$ cat src/rtl/mem_arbiter.sv
// mem_arbiter: shares one fixed-latency main memory between the I-cache and
// the D-cache. One cache at a time owns the request port; every read is tagged
// with its owner so returned words route back to the issuing cache, even after
// ownership has moved on.
//
// Ports
//   clk, rst                 clock, synchronous active-low reset
//   i_MemRead, i_mem_addr    I-cache read request
//   d_MemRead, d_MemWrite,
//   d_mem_addr,
//   d_mem_write_data         D-cache read/write request
//   i_grant, d_grant         registered ownership flags
//   i_MemDataValid,
//   d_MemDataValid,
//   mem_read_data_out        routed read return (shared data bus)
//   mem_enable, mem_wr,
//   mem_addr, mem_data_in    memory request port (combinational from owner)
//   mem_data_valid,
//   mem_data_out             memory read return
//   proto_err                sticky protocol-error flag
module mem_arbiter #(
  parameter int unsigned ADDR_W  = 16,
  parameter int unsigned DATA_W  = 16,
  parameter int unsigned MEM_LAT = 4
) (
  input  logic              clk,
  input  logic              rst,
  input  logic              i_MemRead,
  input  logic [ADDR_W-1:0] i_mem_addr,
  input  logic              d_MemRead,
  input  logic              d_MemWrite,
  input  logic [ADDR_W-1:0] d_mem_addr,
  input  logic [DATA_W-1:0] d_mem_write_data,
  output logic              i_grant,
  output logic              d_grant,
  output logic              i_MemDataValid,
  output logic              d_MemDataValid,
  output logic [DATA_W-1:0] mem_read_data_out,
  output logic              mem_enable,
  output logic              mem_wr,
  output logic [ADDR_W-1:0] mem_addr,
  output logic [DATA_W-1:0] mem_data_in,
  input  logic              mem_data_valid,
  input  logic [DATA_W-1:0] mem_data_out,
  output logic              proto_err
);

  localparam int unsigned BLANK_W = $clog2(MEM_LAT + 1);

  typedef enum logic [1:0] {
    IDLE  = 2'd0,
    OWN_I = 2'd1,
    OWN_D = 2'd2
  } state_e;

  typedef struct packed {
    logic valid;
    logic owner_d;
  } tag_t;

  state_e             state_q, state_d;
  logic               last_d_q, last_d_d;
  tag_t [MEM_LAT-1:0] tag_q, tag_d;
  tag_t               tag_in;
  tag_t               tail;
  logic [BLANK_W-1:0] blank_q, blank_d;
  logic               perr_q, perr_d;
  logic               i_req, d_req;
  logic               issue_rd, issue_own_d;

  assign i_req = i_MemRead;
  assign d_req = d_MemRead | d_MemWrite;

  // Ownership FSM: re-arbitrate whenever the current owner is not requesting
  // (this also recovers from the unused state encoding).
  always_comb begin
    state_d  = state_q;
    last_d_d = last_d_q;
    if (!((state_q == OWN_I && i_req) || (state_q == OWN_D && d_req))) begin
      if (d_req && !i_req)      state_d = OWN_D;
      else if (i_req && !d_req) state_d = OWN_I;
      else if (i_req && d_req)  state_d = last_d_q ? OWN_I : OWN_D;
      else                      state_d = IDLE;
      if (state_d == OWN_D)      last_d_d = 1'b1;
      else if (state_d == OWN_I) last_d_d = 1'b0;
    end
  end

  // State register
  always_ff @(posedge clk) begin
    if (!rst) begin
      state_q  <= IDLE;
      last_d_q <= 1'b0;
    end else begin
      state_q  <= state_d;
      last_d_q <= last_d_d;
    end
  end

  // Memory request port: the owner's access goes out in the same cycle
  always_comb begin
    mem_enable  = 1'b0;
    mem_wr      = 1'b0;
    mem_addr    = '0;
    mem_data_in = '0;
    issue_rd    = 1'b0;
    issue_own_d = 1'b0;
    if (state_q == OWN_I && i_req) begin
      mem_enable = 1'b1;
      mem_addr   = i_mem_addr;
      issue_rd   = 1'b1;
    end else if (state_q == OWN_D && d_req) begin
      mem_enable  = 1'b1;
      mem_addr    = d_mem_addr;
      mem_wr      = d_MemWrite;
      mem_data_in = d_MemWrite ? d_mem_write_data : '0;
      issue_rd    = !d_MemWrite;
      issue_own_d = 1'b1;
    end
  end

  // Tag pipeline: writes insert an invalid entry so the depth stays aligned
  assign tag_in.valid   = issue_rd;
  assign tag_in.owner_d = issue_own_d;

  if (MEM_LAT > 1) begin : g_shift
    assign tag_d = {tag_q[MEM_LAT-2:0], tag_in};
  end else begin : g_single
    assign tag_d = tag_in;
  end

  assign tail = tag_q[MEM_LAT-1];

  // Blank counter and sticky error detection
  always_comb begin
    blank_d = (blank_q != '0) ? blank_q - BLANK_W'(1) : blank_q;
    perr_d  = perr_q
            | (state_q == OWN_D && d_MemRead && d_MemWrite)
            | (mem_data_valid && !tail.valid && blank_q == '0)
            | (tail.valid && !mem_data_valid);
  end

  // Datapath registers
  always_ff @(posedge clk) begin
    if (!rst) begin
      tag_q   <= '0;
      blank_q <= BLANK_W'(MEM_LAT);
      perr_q  <= 1'b0;
    end else begin
      tag_q   <= tag_d;
      blank_q <= blank_d;
      perr_q  <= perr_d;
    end
  end

  assign i_grant           = (state_q == OWN_I);
  assign d_grant           = (state_q == OWN_D);
  assign i_MemDataValid    = mem_data_valid & tail.valid & !tail.owner_d;
  assign d_MemDataValid    = mem_data_valid & tail.valid & tail.owner_d;
  assign mem_read_data_out = mem_data_out;
  assign proto_err         = perr_q;

endmodule

$ cat config.mk
export PLATFORM = sky130hd
export DESIGN_NAME = mem_arbiter
export DESIGN_NICKNAME = d
export VERILOG_FILES = /design/src/rtl/mem_arbiter.sv
export SDC_FILE = /design/constraint.sdc
export NUM_CORES = 1
export LEC_CHECK = 0
export CAP_MARGIN = 20
export CORE_MARGIN = 2
export CORE_UTILIZATION = 27
export CTS_BUF_LIST = sky130_fd_sc_hd__clkbuf_8
export CTS_CLUSTER_SIZE = 8
export DETAILED_ROUTE_END_ITERATION = 6
export PLACE_DENSITY = 0.87
export SYNTH_ARGS = -nofsm -noshare
export SYNTH_HDL_FRONTEND = slang
export SYNTH_SLANG_ARGS = --single-unit
$ cat constraint.sdc
create_clock -name clk -period 1.4 [get_ports clk]
set_clock_uncertainty 0.05 [all_clocks]
set_input_delay 0.14 -clock clk [delete_from_list [all_inputs] [get_ports clk]]
set_output_delay 0.14 -clock clk [all_outputs]
set_load 0.01 [all_outputs]
Word-level counts from Yosys, hierarchy flattened
Index checks and enable logic that the tools add are counted.
{"block": "totals", "input_bits": 70, "output_inout_bits": 55, "reg_bits": 15, "word_cells": 66}
{"block": "classes", "reduce_logical": 22, "eq_ne": 4, "muxes": 18, "n_bitwise": 9, "n_addsub": 1}
{"cell": "$mux W16", "n": 5}
{"cell": "$logic_and A1 B1 Y1", "n": 10}
{"cell": "$mux W2", "n": 5}
{"cell": "$mux W1", "n": 8}
{"cell": "$logic_not A1 Y1", "n": 6}
{"cell": "$eq A2 B1 Y1 const B", "n": 2}
{"cell": "$eq A2 B2 Y1 const B", "n": 2}
{"cell": "$or A1 B1 Y1", "n": 4}
{"cell": "$and A1 B1 Y1", "n": 3}
{"cell": "$logic_not A3 Y1", "n": 1}
{"cell": "$reduce_bool A3 Y1", "n": 1}
{"cell": "$sub A3 B1 Y3 const B", "n": 1}
{"cell": "$not A1 Y1", "n": 2}
{"cell": "$reduce_and A2 Y1", "n": 1}
{"cell": "$reduce_bool A2 Y1", "n": 1}
{"cell": "$reduce_or A2 Y1", "n": 1}
{"cell": "$logic_or A1 B1 Y1", "n": 1}

Longest topological paths before layout
{"block": "logic_depth", "ltp_word": 9, "mapped_depth": 5, "mapped_depth_nobuf": 5}

Worst setup path before layout
Ideal clock, no wire load.
{"block": "synth_path", "path_kind": "in2reg", "from": "in d_MemWrite", "to": "reg last_d_q", "required_ns": 1.278, "setup_time_ns": 0.072, "path_buffers": 0, "arrival_time_ns": 1.110, "path_stages": 5, "path_slack_ns": 0.169, "cell_sequence": "nor2_2 > o21ai_0 > ha_1 > a211oi_2 > mux2i_1"}
{"block": "synth_via", "elab_chain_len": 9, "word_cells_on_any_way": 17, "classes_between": "eq/ne (2); mux (5); bitwise (2); reduce/logical (8)"}
{"item": "start: declaration", "line": "31", "text": "input logic d_MemWrite,"}
{"item": "$or A1 B1 Y1 (*)", "line": "72", "text": "assign d_req = d_MemRead | d_MemWrite;"}
{"item": "$logic_and A1 B1 Y1 / $logic_not A1 Y1 (equally long branches)", "line": "82, 81"}
{"item": "$mux W2 / $logic_and A1 B1 Y1 (equally long branches)", "line": "82, 81"}
{"item": "$mux W2", "line": "81", "text": "else if (i_req && !d_req) state_d = OWN_I;"}
{"item": "$mux W2", "line": "80", "text": "if (d_req && !i_req) state_d = OWN_D;"}
{"item": "$mux W2", "line": "79", "text": "if (!((state_q == OWN_I && i_req) || (state_q == OWN_D && d_req))) begin"}
{"item": "$eq A2 B2 Y1 / $eq A2 B1 Y1 (equally long branches)", "line": "84, 85"}
{"item": "$reduce_bool A2 Y1 (no source line)"}
{"item": "$reduce_and A2 Y1 (no source line)"}
{"item": "end signal: assignment", "line": "96", "text": "last_d_q <= last_d_d;"}
{"item": "end: declaration", "line": "62", "text": "logic last_d_q, last_d_d;"}
Mark *: on every way between the ends. The rest lies on a longest branch, timed or not. The select of a mux whose other input is x is not followed.
A chain may end at the register's enable or synchronous reset.

Worst setup path after layout
{"block": "layout_path", "from": "reg state_q[1]", "to": "out mem_addr[9]"}
{"block": "layout_via", "elab_chain_len": 4, "word_cells_on_any_way": 6, "classes_between": "eq/ne (2); mux (2); reduce/logical (2)"}
{"item": "start: declaration", "line": "61", "text": "state_e state_q, state_d;"}
{"item": "start signal: assignment", "line": "95", "text": "state_q <= state_d;"}
{"item": "$eq A2 B2 Y1", "line": "112", "text": "end else if (state_q == OWN_D && d_req) begin"}
{"item": "$logic_and A1 B1 Y1", "line": "112"}
{"item": "$mux W16", "line": "112"}
{"item": "$mux W16 (*)", "line": "108", "text": "if (state_q == OWN_I && i_req) begin"}
{"item": "end: declaration", "line": "41", "text": "output logic [ADDR_W-1:0] mem_addr,"}
Mark *: on every way between the ends. The rest lies on a longest branch, timed or not.

==> impl_metrics.env <==
export IMPL_final_antenna_net_count=0
export IMPL_diodes=0
export IMPL_rows=22
export IMPL_yosys_warnings=0
export IMPL_syn_area_per_cell_um2=8.70
export IMPL_fmax_mhz=643
export IMPL_power_net_switching_uw=463
export IMPL_place_ws_ps=-510
export IMPL_status="complete, but fails checks"
export IMPL_yosys_register_bits=15
export IMPL_vdd_ir_drop_max_mv=0.377
export IMPL_final_cell_mix="51 x clkdlybuf4s50_1, 23 x buf_6, 22 x buf_2"
export IMPL_critPathRequiredTime_ps=1210
export IMPL_multi_input_area_um2=629
export IMPL_fill_cells=327
export IMPL_maxCapViolCount=0
export IMPL_cts_buffers=3
export IMPL_p_sw_share_pct=29.1
export IMPL_post_route_period_util_pct=111
export IMPL_placed_area_um2=1950
export IMPL_violations="setup timing"
export IMPL_finalSetupTns_ps=-3050
export IMPL_netlist_area_um2=1030
export IMPL_grt_setup_unrepaired="true"
export IMPL_p_leak_nw=1.04
export IMPL_final_common_cell="clkdlybuf4s50_1"
export IMPL_grt_pass1_vias=1188
export IMPL_die_h_um=65.9
export IMPL_grt_use_total_pct=15.8
export IMPL_initial_utilization_pct=28.3
export IMPL_startpoint="state_q[1]"
export IMPL_dp_cells=247
export IMPL_synthArstFlopShare_pct=0
export IMPL_clock_sinks=15
export IMPL_r2r_cells=5
export IMPL_hold_viol=0
export IMPL_vias_per_cell=4.55
export IMPL_post_route_util_pct=57.8
export IMPL_grt_antenna_before_repair=0
export IMPL_intPower_mw=1.13
export IMPL_die_w_um=65.9
export IMPL_firstDrtPassIters=4
export IMPL_clkTransAtPathRegs_ps=60
export IMPL_dpl_hpwl_um=2300
export IMPL_synth_cells=119
export IMPL_finalInstanceArea_um2=2120
export IMPL_powerDensity_nw_per_um2=751
export IMPL_cts_root_buf="clkbuf_8"
export IMPL_grt_max_degree=19
export IMPL_clock_path_buffers=2
export IMPL_grt_pass1_wl_um=5330
export IMPL_hold_class="primary input to output pin"
export IMPL_relSlewSlack_pct=86.7
export IMPL_tightest_slew_ps=199
export IMPL_crit_path_end_kind="output pin"
export IMPL_worst_setup_path_start_kind="flop"
export IMPL_seqCellArea_um2=308
export IMPL_htreeDepth=1
export IMPL_wl_per_cell_um=12.8
export IMPL_crit_end="mem_addr[9]"
export IMPL_synth_nets=192
export IMPL_vias=1210
export IMPL_critPathMaxFanout=18
export IMPL_die_area_um2=4340
export IMPL_ctsHoldBuffers=0
export IMPL_cts_tree="done"
export IMPL_numPortBuffers=92
export IMPL_p_seq_share_pct=33.1
export IMPL_timing_worst_setup_path_type="flop to output pin"
export IMPL_synth_edf_count=0
export IMPL_slew_violations=0
export IMPL_drc=0
export IMPL_nNetsFinal=292
export IMPL_rr_endpoint="last_d_q"
export IMPL_hold_path_depth=0
export IMPL_wl_um=3420
export IMPL_drt_iter0_drc=26
export IMPL_ys_seq_area_share_pct=29.0
export IMPL_area_growth_pct=105
export IMPL_finalSetupViolCount=27
export IMPL_synth_ff_type="dfxtp_1"
export IMPL_pwr_share_comb_pct=45.6
export IMPL_rr_startpoint="state_q[1]"
export IMPL_core_region_area_um2=3660
export IMPL_place_gp_congestion=0.743
export IMPL_synth_cell_types=33
export IMPL_min_period_ps=1560
export IMPL_ff2ff_setup_slack_ps=10
export IMPL_critPathArrivalTime_ps=1370
export IMPL_setup_slack_ps=-156
export IMPL_grt_overflow=0
export IMPL_drive_gt1_share_pct=39.9
export IMPL_ios=125
export IMPL_stdcell_count=266
export IMPL_clkPwrFrac_pct=21.3
export IMPL_worstSkewPairLatency_ps=250
[synthesized netlist by cell type (2+ instances only)]
| library cell | count | share of area [%] |
|---|---|---|
| a21oi_1 | 4 | 1.9 |
| a22o_1 | 16 | 14 |
| and2_1 | 23 | 14 |
| buf_2 | 2 | 0.97 |
| buf_4 | 16 | 12 |
| buf_6 | 3 | 3.3 |
| dfxtp_1 | 15 | 29 |
| ha_1 | 3 | 3.6 |
| inv_1 | 5 | 1.8 |
| nand2_1 | 6 | 2.2 |
| nand2b_1 | 2 | 1.2 |
| nor3_1 | 2 | 0.97 |
| o211a_1 | 2 | 1.9 |
[metal layers]
metal,track usage [%],share of wire [%],up-vias
met4,5.21,3.0,0
met3,5.45,8.3,14
met5,0,0,-
met2,26.9,48,64
met1,18.4,40,541
li1,-,-,591
[flip-flops by register name, summed over array words and instances, names as in the netlist]
register,cells
proto_err,1
blank_q,3
tag_d,6
last_d_q,1
state_q,2
tag_q,2
[power by group through the flow]
stage | combinational (mW) | clock [mW] | sequential, mW
after floorplan | 0.365 | 0 | 0.524
after global placement | 0.657 | 0 | 0.525
after detailed placement | 0.675 | 0 | 0.530
after CTS | 0.697 | 0.350 | 0.525
after global routing | 0.809 | 0.361 | 0.533
final | 0.725 | 0.339 | 0.526
[stage by stage]
step,total power [mW],hold WS [ps]
3_3_place_gp,1.18,230
6_report,1.59,230
5_1_grt,1.70,230
2_1_floorplan,0.888,178
3_5_place_dp,1.21,230
4_1_cts,1.57,230
[cell type report]
type | count | share of cell area [%]
clock buffers | 3 | 1.95
clock inverters | 1 | 0.177
inverters | 6 | 1.06
multi-input cells | 79 | 29.7
flip-flops and latches | 15 | 14.5
well taps | 48 | 2.84
repair buffers | 114 | 49.7
[worst min path at each step]
| stage | startpoint | end | slack [ps] |
|---|---|---|---|
| 2_1_floorplan | i_MemRead | state_q[1] | 180 |
| 3_3_place_gp | mem_data_out[6] | mem_read_data_out[6] | 230 |
| 3_5_place_dp | mem_data_out[6] | mem_read_data_out[6] | 230 |
| 4_1_cts | mem_data_out[6] | mem_read_data_out[6] | 230 |
| 5_1_grt | mem_data_out[9] | mem_read_data_out[9] | 230 |
| 6_report | mem_data_out[9] | mem_read_data_out[9] | 230 |
[what timing repair did]
action                     in CTS  in global routing
gates resized for setup       181                 14
setup endpoints to repair      39                 32
pin swaps                      16                  5
gates cloned                    3                  0
buffers inserted               11                  2
[worst max-delay path: stages, from the launching register on]
cell     delay, ps
dfxtp_4        380
and3b_2        230
buf_12         150
a22o_1         220
buf_2          130
[logic make-up after synthesis]
| group | Yosys count | synth area share [%] |
|---|---|---|
| xor gates and xnor gates | 1 | 0.847 |
| AOI/OAI and AO/OA | 28 | 22.0 |
| muxes | 1 | 0.967 |
| and+or+nand+nor | 43 | 25.2 |
| adders and majority gates | 3 | 3.63 |
| buffers and inverters | 28 | 18.4 |
| DFF | 15 | 29.0 |
No activity file was read; power rests on OpenSTA's default activity.
